## src/rtl/ip_misc_fifo_rd_stream_if.sv

```systemverilog
// Read-side bundle between the async FIFO, the stream consumer and ip_misc_fifo_rd_stream.
// master is the adapter's view; slave is the view of whatever surrounds it.
interface ip_misc_fifo_rd_stream_if #(
  parameter int unsigned DATA_WIDTH = 32
);
  logic                  fifo_empty;
  logic                  fifo_rd_en;
  logic [DATA_WIDTH-1:0] fifo_d_out;
  logic                  flush;
  logic                  m_valid;
  logic                  m_ready;
  logic [DATA_WIDTH-1:0] m_data;
  logic                  m_last;
  logic [31:0]           word_cnt;

  modport master (
    input  fifo_empty, fifo_d_out, flush, m_ready,
    output fifo_rd_en, m_valid, m_data, m_last, word_cnt
  );

  modport slave (
    output fifo_empty, fifo_d_out, flush, m_ready,
    input  fifo_rd_en, m_valid, m_data, m_last, word_cnt
  );
endinterface

```

## src/rtl/ip_misc_fifo_rd_stream.sv

```systemverilog
// FIFO read-port to valid/ready stream adapter with a 2-entry skid buffer,
// packet framing (m_last every PKT_LEN words), a word counter and flush handling.
module ip_misc_fifo_rd_stream #(
  parameter int unsigned DATA_WIDTH = 32,
  parameter int unsigned PKT_LEN    = 8
) (
  input  logic                       i_rd_clk,
  input  logic                       i_rst,
  ip_misc_fifo_rd_stream_if.master   bus
);

  typedef enum logic {StRun, StDrain} state_e;

  localparam logic [15:0] LastIdx = 16'(PKT_LEN - 1);

  state_e                r_state;
  logic [DATA_WIDTH-1:0] r_buf0;
  logic [DATA_WIDTH-1:0] r_buf1;
  logic [1:0]            r_count;
  logic                  r_inflight;
  logic [15:0]           r_pkt_cnt;
  logic [31:0]           r_word_cnt;

  logic       w_valid;
  logic       w_pop;
  logic       w_wr;
  logic       w_wr_idx;
  logic       w_rd_en;
  logic [2:0] w_occ;

  always_comb begin
    w_valid  = (r_count != 2'd0) && !bus.flush;
    w_pop    = w_valid && bus.m_ready;
    // Entries that will be occupied after this edge, counting the word still in flight.
    w_occ    = {1'b0, r_count} + {2'b00, r_inflight} - {2'b00, w_pop};
    w_rd_en  = !i_rst && !bus.fifo_empty && !bus.flush && (r_state == StRun) && (w_occ < 3'd2);
    w_wr     = r_inflight && (r_state == StRun) && !bus.flush;
    w_wr_idx = (r_count == 2'd1) && !w_pop;
  end

  always_ff @(posedge i_rd_clk or posedge i_rst) begin
    if (i_rst) begin
      r_state    <= StRun;
      r_buf0     <= '0;
      r_buf1     <= '0;
      r_count    <= 2'd0;
      r_inflight <= 1'b0;
      r_pkt_cnt  <= 16'd0;
      r_word_cnt <= 32'd0;
    end else begin
      unique case (r_state)
        StRun: begin
          if (bus.flush) begin
            r_count   <= 2'd0;
            r_pkt_cnt <= 16'd0;
            r_state   <= r_inflight ? StDrain : StRun;
          end else begin
            r_inflight <= w_rd_en;
            if (w_pop) begin
              r_buf0     <= r_buf1;
              r_word_cnt <= r_word_cnt + 32'd1;
              r_pkt_cnt  <= (r_pkt_cnt == LastIdx) ? 16'd0 : r_pkt_cnt + 16'd1;
            end
            // A write into slot 0 overrides the shift above, keeping order on pop+write.
            if (w_wr) begin
              if (w_wr_idx) r_buf1 <= bus.fifo_d_out;
              else          r_buf0 <= bus.fifo_d_out;
            end
            r_count <= r_count + 2'(w_wr) - 2'(w_pop);
          end
        end
        StDrain: begin
          r_inflight <= 1'b0;
          r_state    <= StRun;
          if (bus.flush) r_pkt_cnt <= 16'd0;
        end
      endcase
    end
  end

  assign bus.fifo_rd_en = w_rd_en;
  assign bus.m_valid    = w_valid;
  assign bus.m_data     = r_buf0;
  assign bus.m_last     = w_valid && (r_pkt_cnt == LastIdx);
  assign bus.word_cnt   = r_word_cnt;

endmodule

```

## src/flat_wrapper.sv

```systemverilog
// flat-port wrapper written by rule: the top's interface ports become plain ports
module ip_misc_fifo_rd_stream_flat 
#(
  parameter int unsigned DATA_WIDTH = 32,
  parameter int unsigned PKT_LEN    = 8
)
  (i_rd_clk, i_rst, bus_fifo_empty, bus_fifo_d_out, bus_flush, bus_m_ready, bus_fifo_rd_en, bus_m_valid, bus_m_data, bus_m_last, bus_word_cnt);
  ip_misc_fifo_rd_stream_if #(.DATA_WIDTH(DATA_WIDTH)) bus_i ();
  input  logic i_rd_clk;
  input  logic i_rst;
  input wire logic [$bits(bus_i.fifo_empty)-1:0] bus_fifo_empty;
  input wire logic [$bits(bus_i.fifo_d_out)-1:0] bus_fifo_d_out;
  input wire logic [$bits(bus_i.flush)-1:0] bus_flush;
  input wire logic [$bits(bus_i.m_ready)-1:0] bus_m_ready;
  output wire logic [$bits(bus_i.fifo_rd_en)-1:0] bus_fifo_rd_en;
  output wire logic [$bits(bus_i.m_valid)-1:0] bus_m_valid;
  output wire logic [$bits(bus_i.m_data)-1:0] bus_m_data;
  output wire logic [$bits(bus_i.m_last)-1:0] bus_m_last;
  output wire logic [$bits(bus_i.word_cnt)-1:0] bus_word_cnt;
  assign bus_i.fifo_empty = bus_fifo_empty;
  assign bus_i.fifo_d_out = bus_fifo_d_out;
  assign bus_i.flush = bus_flush;
  assign bus_i.m_ready = bus_m_ready;
  assign bus_fifo_rd_en = bus_i.fifo_rd_en;
  assign bus_m_valid = bus_i.m_valid;
  assign bus_m_data = bus_i.m_data;
  assign bus_m_last = bus_i.m_last;
  assign bus_word_cnt = bus_i.word_cnt;
  ip_misc_fifo_rd_stream #(.DATA_WIDTH(DATA_WIDTH), .PKT_LEN(PKT_LEN)) u_core (.i_rd_clk(i_rd_clk), .i_rst(i_rst), .bus(bus_i));
endmodule
```

## config.mk

```make
export PLATFORM = sky130hd
export DESIGN_NAME = ip_misc_fifo_rd_stream_flat
export DESIGN_NICKNAME = d
export VERILOG_FILES = /design/src/rtl/ip_misc_fifo_rd_stream_if.sv /design/src/rtl/ip_misc_fifo_rd_stream.sv /design/src/flat_wrapper.sv
export SDC_FILE = /design/constraint.sdc
export NUM_CORES = 1
export LEC_CHECK = 0
export ABC_CLOCK_PERIOD_IN_PS = 5530
export BUFFER_PORTS_ARGS = -buffer_cell sky130_fd_sc_hd__buf_2
export CAP_MARGIN = 25
export CORE_ASPECT_RATIO = 0.6
export CORE_MARGIN = 10
export CORE_UTILIZATION = 55
export DETAILED_ROUTE_END_ITERATION = 10
export PLACE_DENSITY = 0.8
export SETUP_SLACK_MARGIN = 0.02
export SYNTH_ARGS = -nofsm -noshare
export SYNTH_HDL_FRONTEND = slang
export SYNTH_SLANG_ARGS = --single-unit
```

## constraint.sdc

```tcl
create_clock -name i_rd_clk -period 5.53 [get_ports i_rd_clk]
set_input_delay 1.106 -clock i_rd_clk [delete_from_list [all_inputs] [get_ports i_rd_clk]]
set_output_delay 1.106 -clock i_rd_clk [all_outputs]
set_load 0.005 [all_outputs]
```

---- After elaboration in Yosys (flattened, before gate mapping) ----
Cells that the tools add are included.
cells by class
  add/sub/neg operators ................... 6
  bitwise logic cells ..................... 2
  mux-type cells .......................... 14
  order comparisons ....................... 1
  reduce and logical (&&, ||, !) cells .... 19
  eq/ne operators ......................... 5
operator list
  kind                                                                          count
  32-bit 2-to-1 mux                                                             3
  16-bit 2-to-1 mux                                                             4
  32-bit by 1-bit adder with 32-bit output, second input constant               1
  16-bit one-hot mux with 2 select lines                                        1
  16-bit by 1-bit adder with 16-bit output, second input constant               1
  16-bit by 3-bit == test with 1-bit output, second input constant              1
  1-bit logical AND                                                             10
  1-bit zero test                                                               4
  2-bit != test, second input constant                                          2
  1-bit one-hot mux with 2 select lines                                         2
  2-bit AND reduction                                                           2
  4-bit AND reduction                                                           1
  2-bit by 1-bit adder with 3-bit output                                        1
  3-bit by 2-bit less-than comparator with 1-bit output, second input constant  1
  1-bit 2-to-1 mux                                                              3
  3-bit by 2-bit != test with 1-bit output, second input constant               1
  3-bit AND reduction                                                           1
  3-bit by 1-bit subtractor with 3-bit output                                   1
  2-bit by 1-bit adder with 2-bit output                                        1
  2-bit by 1-bit == test with 1-bit output, second input constant               1
  2-bit 2-to-1 mux                                                              1
  1-bit inverter                                                                2
  2-bit nonzero test                                                            1
  2-bit by 1-bit subtractor with 2-bit output                                   1
storage, ports and cells
  input port bits ......................... 37
  flip-flop bits (word level) ............. 116
  output and inout bits ................... 67
  word-level logic and storage cells ...... 54

---- Logic depth before layout (Yosys ltp) ----
Gate-level depths: netlist (run 1).
  depth after elaboration ................. 8
  depth in mapped cells ................... 10
  mapped depth without buffers ............ 9

---- Worst setup path after synthesis (run 1) ----
OpenSTA, ideal clock, no wires.
  path type ............................... input -> output
  start point ............................. input bus_flush
  end point ............................... output bus_fifo_rd_en
  slack ................................... 2,001 ps
  arrival time ............................ 2,423 ps
  stages .................................. 8
  required time ........................... 4,424 ps
  buffers on the path ..................... 0
  cells stage by stage .................... o21ba_2 nand3b_1 nand2_1 nand2_1 fa_1 xnor2_1 nand2_1 nor4_1
between the ends
  cells in the longest elaborated chain, start to end .. 6
  elaborated cells between the ends (all ways) .. 8
  classes of those cells .................. 1 x add/sub; 1 x order compare; 6 x reduce/logical
ends and longest elaborated chain
  what                                                   line                                                        text
  start, declared                                        flat_wrapper.sv:13                                          input wire logic [$bits(bus_i.flush)-1:0] bus_flush;
  1-bit zero test *                                      ip_misc_fifo_rd_stream.sv:32, ip_misc_fifo_rd_stream.sv:36
  1-bit logical AND                                      ip_misc_fifo_rd_stream.sv:32                                w_valid = (r_count != 2'd0) && !bus.flush;
  1-bit logical AND                                      ip_misc_fifo_rd_stream.sv:33                                w_pop = w_valid && bus.m_ready;
  3-bit by 1-bit subtractor with 3-bit output            ip_misc_fifo_rd_stream.sv:35                                w_occ = {1'b0, r_count} + {2'b00, r_inflight} - {2'b00, w_pop};
  3-bit by 2-bit less-than comparator with 1-bit output  ip_misc_fifo_rd_stream.sv:36                                w_rd_en = !i_rst && !bus.fifo_empty && !bus.flush && (r_state == StRun) && (w_occ < 3'd2);
  1-bit logical AND *                                    ip_misc_fifo_rd_stream.sv:36
  end, declared                                          flat_wrapper.sv:15                                          output wire logic [$bits(bus_i.fifo_rd_en)-1:0] bus_fifo_rd_en;
Mark *: on every way between the ends. The rest lies on a longest branch, timed or not.

---- Final worst setup path (run 1) ----
Ends and elaborated chain as after synthesis.

==> flow_metrics.tcl, run 1 <==
set metrics [dict create \
    status "finished, final reports clean" \
    grt_max_degree 84 \
    cts_max_level 4 \
    clk_pin_slew_ps 50 \
    finalHoldViolCount 0 \
    slew_headroom_pct 53.0 \
    rr_startpoint "u_core.r_count[1]" \
    post_cts_resized 0 \
    nets 633 \
    synth_nets 528 \
    hp-class "flip-flop to flip-flop" \
    required_ps 4420 \
    power.internal_uw 1890 \
    clock_skew_ps 4.93 \
    layout_common_cells "116 x dfrtp_1, 103 x buf_2, 92 x nand2_1" \
    worstSkewPairLatency_ps 410 \
    critPathMaxFanout 9 \
    fmax_ghz 0.250 \
    pwr-share-clk_pct 38.7 \
    irDropWorstVdd_uv 263 \
    hold_buffers 0 \
    synthesis.area_um2 5310 \
    tightest_slew_ps 703 \
    dpl_cell_area_um2 5930 \
    sw_frac_of_total_pct 27.6 \
    critPathLaunch "bus_flush" \
    vias_per_cell 5.73 \
    finalMaxSlewViolations 0 \
    areaGrowthSynthToFinish_pct 22.5 \
    p_switching_uw 720 \
    hpwl_um 8830 \
    synth_edf_count 0 \
    async_flop_share_pct 100 \
    drt_wl_total_um 13100 \
    grt_setup_unrepaired "false" \
    cp-start-kind "primary input" \
    p_leak_uw 0.00331 \
    die_w_um 147 \
    num-fill-cells 696 \
    r2r_end "u_core.bus.word_cnt[30]" \
    final-setup-viol-count 0 \
    powerDensity_nw_per_um2 401 \
    synth_flop_cell "dfrtp_1" \
    start_util_pct 57.2 \
    clock_path_buffers 2 \
    first_global_vias 4221 \
    finalCritPeriodShare_pct 72.4 \
    cap_violations 0 \
    port_buffers 103 \
    ant_nets 0 \
    numCtsBuffers 17 \
    dr.first_iter.drc_count 312 \
    layout_commonest_cell "dfrtp_1" \
    yosysWarnings 0 \
    cts_root_buf "clkbuf_16" \
    fin_util_pct 70.0 \
    rr_worst_depth 4 \
    cts_tree "done" \
    pwr-share-seq_pct 43.7 \
    combinationalPowerShare_pct 17.6 \
    route.vias.total 4200 \
    n_antenna_cell 0 \
    grt_overflow 0 \
    grt_use_total_pct 18.8 \
    yosys.cell_types.count 49 \
    crit_end "bus_fifo_rd_en" \
    io_pins 104 \
    place_congestion 0.864 \
    cts_sinks 116 \
    antenna_found_initial 0 \
    synth-seq-area-share_pct 54.7 \
    end_kind "output port" \
    multiInputGateArea_um2 2250 \
    fin_setup_tns_ps 0 \
    grt_pass1_wl_um 21500 \
    min_period_ps 4000 \
    syn_avg_cell_area_um2 10.9 \
    rrSetupSlack_ps 3150 \
    fin_area_um2 6510 \
    critical_path_class "primary input to output port" \
    wl_per_cell_um 17.8 \
    regArea_um2 2900 \
    synthCells 486 \
    rows 27 \
    dieArea_um2 14100 \
    post_cts_buffers 0 \
    drc_errors 0 \
    layout-drive-gt1-share_pct 31.2 \
    crit_arrival_ps 2900 \
    die_y_um 96.1 \
    core_area_um2 9290 \
    drt_pass1_iterations 4 \
    ys_seq_elements 116 \
]
-- cells in the mapped netlist, types with 2 or more instances --
master / number / area [um2]
dfrtp_1: 116 / 2900
nand2_1: 92 / 345
mux2_2: 33 / 372
a22oi_1: 31 / 233
xor2_1: 23 / 201
clkbuf_1: 16 / 60.1
inv_1: 14 / 52.6
nor3_1: 14 / 70.1
xnor2_1: 13 / 114
nor4_1: 12 / 75.1
nand3_1: 11 / 55.1
nand4_1: 11 / 68.8
a21oi_1: 10 / 50.1
nor2_1: 10 / 37.5
o21ai_0: 9 / 45.0
or4_1: 6 / 45.0
a31oi_1: 4 / 25.0
ha_1: 4 / 50.1
nor4_4: 4 / 85.1
o31ai_1: 4 / 30.0
a22o_1: 3 / 26.3
and2_1: 3 / 18.8
and4_1: 3 / 26.3
buf_1: 3 / 11.3
nand3b_1: 3 / 22.5
nor3b_1: 3 / 22.5
or2_2: 3 / 18.8
or3_1: 3 / 18.8
and3_1: 2 / 12.5
buf_2: 2 / 10.0
buf_6: 2 / 22.5
or2_1: 2 / 12.5
-- registers in the layout, indices dropped and copies added (netlist names) --
register	count
u_core.r_inflight	1
u_core.r_buf1	32
u_core.bus.m_data	32
u_core.r_count	2
u_core.r_state	1
u_core.r_pkt_cnt	16
u_core.bus.word_cnt	32
-- layer usage --
layer,vias up,track usage [%],routed length [um]
met2,138,28.2,5930
met4,0,7.05,122
li1,1951,-,-
met5,-,0,0
met1,2100,25.2,6070
met3,11,5.90,932
-- logic make-up (layout without fill, tap and decap cells) --
group	count (synthesis)	after routing	synth area share, %
AND/OR/NAND/NOR	188	188	18.8
adder cells (fa/ha/maj)	5	5	1.32
AO/OA/AOI/OAI	69	69	8.88
multiplexers	34	34	7.18
XOR/XNOR	36	36	5.94
buffers and inverters	38	155	3.23
flip-flops	116	116	54.7
-- power groups by stage --
stage	clock network (uW)	registers, uW	logic (uW)
4_1_cts	1020	1140	469
3_5_place_dp	0	1140	465
5_1_grt	1060	1160	519
3_3_place_gp	0	1130	449
6_report	1010	1140	460
2_1_floorplan	0	1140	238
-- critical path: stages --
cell,delay [ps]
buf_2,150
o21ba_2,260
nand3b_1,130
nand2_1,120
nand2_1,70
fa_1,380
xnor2_1,140
nand2_1,90
nor4_1,260
buf_2,190
-- per-stage QoR --
step                std cells  setup slack [ps]  total power, uW  hold WS (ps)
global route              733              1370             2740           489
finish                    733              1530             2610           455
global placement          701              1670             1580           439
CTS                       732              1540             2620           459
detailed placement        701              1550             1610           448
floorplan                 486              1350             1380           433
-- worst min-delay path by stage --
stage / from / slack, ps / cells past startpoint / endpoint
floorplan: u_core.r_buf1[10] / 430 / 2 / u_core.bus.m_data[10]
global placement: u_core.r_buf1[13] / 440 / 2 / u_core.bus.m_data[13]
detailed placement: u_core.r_buf1[13] / 450 / 2 / u_core.bus.m_data[13]
CTS: u_core.r_buf1[4] / 460 / 2 / u_core.bus.m_data[4]
global route: u_core.bus.word_cnt[31] / 490 / 1 / u_core.bus.word_cnt[31]
finish: u_core.r_buf1[4] / 450 / 2 / u_core.bus.m_data[4]
-- area by class of cell --
| class | instances | area share [%] |
|---|---|---|
| tap | 130 | 2.50 |
| inverter | 14 | 0.846 |
| multi-input combinational | 332 | 34.6 |
| clock inverter | 10 | 1.29 |
| sequential | 116 | 44.6 |
| timing repair buffer | 110 | 9.04 |
| clock buffer | 21 | 7.08 |
Note: power is estimated with default switching activity, not from simulation.
==> inputs of run 2 (changes only) <==
--- a/config.mk
+++ b/config.mk
@@ -5,7 +5,7 @@
 export SDC_FILE = /design/constraint.sdc
 export NUM_CORES = 1
 export LEC_CHECK = 0
-export ABC_CLOCK_PERIOD_IN_PS = 5530
+export ABC_CLOCK_PERIOD_IN_PS = 4200
 export BUFFER_PORTS_ARGS = -buffer_cell sky130_fd_sc_hd__buf_2
 export CAP_MARGIN = 25
 export CORE_ASPECT_RATIO = 0.6
==> constraint.sdc (replaced) <==
create_clock -name i_rd_clk -period 4.2 [get_ports i_rd_clk]
set_input_delay 0.84 -clock i_rd_clk [delete_from_list [all_inputs] [get_ports i_rd_clk]]
set_output_delay 0.84 -clock i_rd_clk [all_outputs]
set_load 0.005 [all_outputs]
==> run 2 against run 1 <==
Combinational power is 33% higher. Largest cell class unchanged. Sequential cell count stayed put. Critical path depth stayed put. Clock skew is 2.4 ps higher. Power is 35% higher. Die area stayed put. Via count is 0.67% lower. Core utilization is 0.57 points higher. Routed wire length is 1.0% higher. Setup slack worse by 790 ps. Clock-buffer cell count is 2 higher. Largest power group unchanged.
==> flow_metrics.tcl, run 2 (synthesized netlist as in run 1, its figures left out) <==
set metrics [dict create \
    status "finished, final reports clean" \
    numCtsBuffers 17 \
    grt_max_degree 82 \
    wl_per_cell_um 17.9 \
    cts_root_buf "clkbuf_16" \
    critical_path_class "primary input to output port" \
    clock_path_buffers 2 \
    rr_worst_depth 5 \
    crit_end "bus_fifo_rd_en" \
    rr_startpoint "u_core.r_pkt_cnt[1]" \
    ant_nets 0 \
    layout_commonest_cell "dfrtp_1" \
    grt_setup_unrepaired "false" \
    powerDensity_nw_per_um2 538 \
    clk_pin_slew_ps 50 \
    areaGrowthSynthToFinish_pct 23.5 \
    end_kind "output port" \
    final-setup-viol-count 0 \
    crit_arrival_ps 2620 \
    hold_buffers 0 \
    route.vias.total 4172 \
    pre_cts_ws_ps 765 \
    port_buffers 103 \
    regArea_um2 2900 \
    nets 634 \
    min_period_ps 3460 \
    fin_setup_tns_ps 0 \
    fin_ws_ps 743 \
    drt_pass1_iterations 5 \
    irDropWorstVdd_uv 331 \
    core_area_um2 9290 \
    post_cts_resized 0 \
    required_ps 3360 \
    cp-start-kind "primary input" \
    num-fill-cells 688 \
    drc_errors 0 \
    layout-drive-gt1-share_pct 31.4 \
    grt_pass1_wl_um 21600 \
    cap_violations 0 \
    die_w_um 147 \
    clock_skew_ps 7.37 \
    layout_common_cells "116 x dfrtp_1, 103 x buf_2, 92 x nand2_1" \
    critPathMaxFanout 9 \
    p_leak_uw 0.00334 \
    drt_wl_total_um 13200 \
    rows 27 \
    hpwl_um 8890 \
    n_antenna_cell 0 \
    worstSkewPairLatency_ps 410 \
    finalHoldViolCount 0 \
    cts_max_level 4 \
    grt_overflow 0 \
    dr.first_iter.drc_count 303 \
    multiInputGateArea_um2 2250 \
    io_pins 104 \
    die_y_um 96.1 \
    antenna_found_initial 0 \
    critPathLaunch "bus_flush" \
    hp-class "primary input to asynchronous set/reset pin" \
    vias_per_cell 5.68 \
    post_cts_buffers 0 \
    start_util_pct 57.2 \
    fmax_ghz 0.289 \
    tightest_slew_ps 737 \
    dieArea_um2 14100 \
    finalMaxSlewViolations 0 \
    rrSetupSlack_ps 1950 \
    r2r_end "u_core.r_pkt_cnt[5]" \
    grt_use_total_pct 18.8 \
    finalCritPeriodShare_pct 82.3 \
    cts_sinks 116 \
    place_congestion 0.826 \
    first_global_vias 4274 \
    slew_headroom_pct 50.7 \
    cts_tree "done" \
]
==> run 2: layout make-up <==
cell class / instances / area share (%)
Tap cell: 130 / 2.48
Timing Repair Buffer: 111 / 9.08
Clock inverter: 9 / 1.55
Clock buffer: 23 / 7.44
Multi-Input combinational cell: 332 / 34.4
Inverter: 14 / 0.839
Sequential cell: 116 / 44.3
==> run 2: power breakdown <==
group	internal (uW)	leakage, uW	switching (uW)
Clock	931	0.000293	488
Sequential	1350	0.00152	151
Combinational	306	0.00153	304
==> run 2: worst min-delay path by stage <==
| stage | startpoint | to | slack [ps] | depth (start not counted) |
|---|---|---|---|---|
| 2_1_floorplan | u_core.r_buf1[10] | u_core.bus.m_data[10] | 430 | 2 |
| 3_3_place_gp | u_core.r_buf1[11] | u_core.bus.m_data[11] | 440 | 2 |
| 3_5_place_dp | u_core.r_buf1[25] | u_core.bus.m_data[25] | 450 | 2 |
| 4_1_cts | u_core.bus.word_cnt[31] | u_core.bus.word_cnt[31] | 460 | 1 |
| 5_1_grt | i_rst | u_core.r_buf1[0] | 380 | 2 |
| 6_report | i_rst | u_core.r_buf1[0] | 380 | 2 |
==> run 2: critical path, stage by stage <==
cell,delay (ps)
buf_2,150
o21ba_2,260
nand3b_1,140
nand2_1,130
nand2_1,70
fa_1,390
xnor2_1,140
nand2_1,80
nor4_1,240
buf_2,190
==> run 2: metal layers <==
metal | track usage [%] | share of wire (%)
met5 | 0 | 0
met4 | 5.47 | 0.57
met3 | 6.79 | 7.4
met2 | 29.7 | 46
met1 | 24.1 | 46
==> run 2: stage by stage <==
stage               instances  util, %  cell area [um2]  total power (uW)  hold slack [ps]
global placement          702     64.0             5940              2080              438
global route              735     70.6             6560              3700              380
floorplan                 486        -             5310              1810              433
finish                    735     70.6             6560              3530              378
detailed placement        702     64.0             5940              2120              451
CTS                       734     70.3             6530              3560              464
==> inputs of run 3 (changes only) <==
--- a/config.mk
+++ b/config.mk
@@ -5,7 +5,7 @@
 export SDC_FILE = /design/constraint.sdc
 export NUM_CORES = 1
 export LEC_CHECK = 0
-export ABC_CLOCK_PERIOD_IN_PS = 4200
+export ABC_CLOCK_PERIOD_IN_PS = 3300
 export BUFFER_PORTS_ARGS = -buffer_cell sky130_fd_sc_hd__buf_2
 export CAP_MARGIN = 25
 export CORE_ASPECT_RATIO = 0.6
==> constraint.sdc (replaced) <==
create_clock -name i_rd_clk -period 3.3 [get_ports i_rd_clk]
set_input_delay 0.66 -clock i_rd_clk [delete_from_list [all_inputs] [get_ports i_rd_clk]]
set_output_delay 0.66 -clock i_rd_clk [all_outputs]
set_load 0.005 [all_outputs]
==> run 3 against run 2 <==
Critical path type is now flip-flop to output port. Worst hold slack better by 31 ps. Clock skew up 2.0 ps. Die area unchanged. Cell count down 0.14%. Largest cell class unchanged. Design area up 0.65%. Setup slack worse by 560 ps. Sequential cell count unchanged. Core utilization up 0.46 points. Sequential power up 27%. First-iteration DRC count down 4.0%.
==> flow_metrics.tcl, run 3 (synthesized netlist as in run 1, its figures left out) <==
set metrics [dict create \
    status "finished, final reports clean" \
    tightest_slew_ps 762 \
    r2r_end "u_core.r_pkt_cnt[8]" \
    finalMaxSlewViolations 0 \
    worstSkewPairLatency_ps 410 \
    drt_wl_total_um 13400 \
    first_global_vias 4275 \
    path_cells "o21ba_2 -> nand3b_1 -> nand2_1 -> nand2_1 -> fa_1 -> xnor2_1 -> nand2_1 -> nor4_1 -> buf_2" \
    die_y_um 96.1 \
    min_period_ps 3110 \
    crit_end "bus_fifo_rd_en" \
    critical-path-slowest-cell "dfrtp_1" \
    vias_per_cell 5.73 \
    cap_violations 0 \
    port_buffers 103 \
    wl_per_cell_um 18.3 \
    grt_pass1_wl_um 21600 \
    crit_arrival_ps 2450 \
    rr_worst_depth 5 \
    grt_max_degree 50 \
    antenna_found_initial 0 \
    place_congestion 0.802 \
    areaGrowthSynthToFinish_pct 24.3 \
    layout_commonest_cell "dfrtp_1" \
    pwr-share-seq_pct 41.0 \
    fmax_ghz 0.321 \
    end_kind "output port" \
    path_buf_inv 1 \
    io_pins 104 \
    powerDensity_nw_per_um2 706 \
    layout_common_cells "115 x dfrtp_1, 103 x buf_2, 92 x nand2_1" \
    clock_path_buffers 2 \
    crit_cells 9 \
    required_ps 2640 \
    critPathMaxFanout 9 \
    rows 27 \
    start_util_pct 57.2 \
    final-setup-viol-count 0 \
    critPathTopFamily "simple AND/OR/NAND/NOR gates" \
    cts_max_level 4 \
    critical_path_class "flip-flop to output port" \
    n_antenna_cell 0 \
    hpwl_um 9140 \
    critPathLaunch "u_core.r_count[0]" \
    numCtsBuffers 17 \
    ant_nets 0 \
    hp-class "primary input to asynchronous set/reset pin" \
    slew_headroom_pct 49.1 \
    clk_pin_slew_ps 50 \
    sw_frac_of_total_pct 26.4 \
    core_area_um2 9290 \
    cts_root_buf "clkbuf_16" \
    combinationalPowerShare_pct 16.5 \
    crit_top_cell "nand2_1" \
    rrSetupSlack_ps 880 \
    irDropWorstVdd_uv 451 \
    pwr-share-clk_pct 42.5 \
    grt_setup_unrepaired "false" \
    slowest_delay_ps 480 \
    clock_skew_ps 9.40 \
    dieArea_um2 14100 \
    post_cts_buffers 0 \
    grt_use_total_pct 18.8 \
    cts_tree "done" \
    nets 633 \
    cts_sinks 116 \
    hold_buffers 0 \
    dr.first_iter.drc_count 291 \
    finalCritPeriodShare_pct 94.4 \
    post_cts_resized 0 \
    fin_util_pct 71.1 \
    grt_overflow 0 \
    layout-drive-gt1-share_pct 31.8 \
    rr_startpoint "u_core.r_pkt_cnt[0]" \
    total_power_uw 4660 \
    drc_errors 0 \
    route.vias.total 4204 \
    cp-start-kind "flip-flop" \
    p_leak_uw 0.00334 \
    drt_pass1_iterations 5 \
    p_switching_uw 1230 \
    finalHoldViolCount 0 \
    die_w_um 147 \
    fin_setup_tns_ps 0 \
    power.internal_uw 3430 \
]
==> run 3: metrics by stage <==
step	worst slack (ps)	cell area, um2	hold WS, ps	std cells
2_1_floorplan	663	5320	433	486
3_3_place_gp	307	5960	440	702
3_5_place_dp	213	5960	450	702
4_1_cts	116	6600	427	734
5_1_grt	47.1	6600	445	734
6_report	185	6600	409	734
==> run 3: worst register-to-register path: cells and delay by family (launching register included) <==
| family | cells | cell delay [ps] |
|---|---|---|
| AOI/OAI and AO/OA | 2 | 850 |
| and+or+nand+nor | 2 | 750 |
| DFF | 1 | 420 |
| adders and majority gates | 1 | 240 |
==> run 3: area by class of cell <==
type | instances | area (um2)
clock buffers | 20 | 467
clock inverters | 12 | 178
fillers | 669 | 2690
inverters | 14 | 56.3
multi-input cells | 332 | 2250
flip-flops and latches | 116 | 2900
well taps | 130 | 163
repair buffers | 110 | 581
==> run 3: worst min-delay path by stage <==
| stage | start | endpoint | slack, ps |
|---|---|---|---|
| 5_1_grt | i_rst | u_core.r_pkt_cnt[11] | 450 |
| 2_1_floorplan | u_core.r_buf1[10] | u_core.bus.m_data[10] | 430 |
| 6_report | i_rst | u_core.r_pkt_cnt[8] | 410 |
| 3_3_place_gp | u_core.r_buf1[14] | u_core.bus.m_data[14] | 440 |
| 3_5_place_dp | u_core.r_buf1[19] | u_core.bus.m_data[19] | 450 |
| 4_1_cts | i_rst | u_core.r_pkt_cnt[8] | 430 |
==> run 3: metal layers <==
layer / share of wire (%) / vias to the layer above / track usage, %
met5: 0 / - / 0
met2: 48 / 150 / 30.6
met3: 7.7 / 18 / 6.70
met1: 44 / 2094 / 23.3
met4: 0.83 / 0 / 5.64
li1: - / 1942 / -
==> run 3: power by group through the flow <==
| stage | combinational, uW | clock, uW | sequential [uW] |
|---|---|---|---|
| 3_5_place_dp | 786 | 0 | 1920 |
| 5_1_grt | 864 | 2060 | 1950 |
| 3_3_place_gp | 752 | 0 | 1900 |
| 6_report | 767 | 1980 | 1910 |
| 2_1_floorplan | 400 | 0 | 1910 |
| 4_1_cts | 788 | 1990 | 1900 |
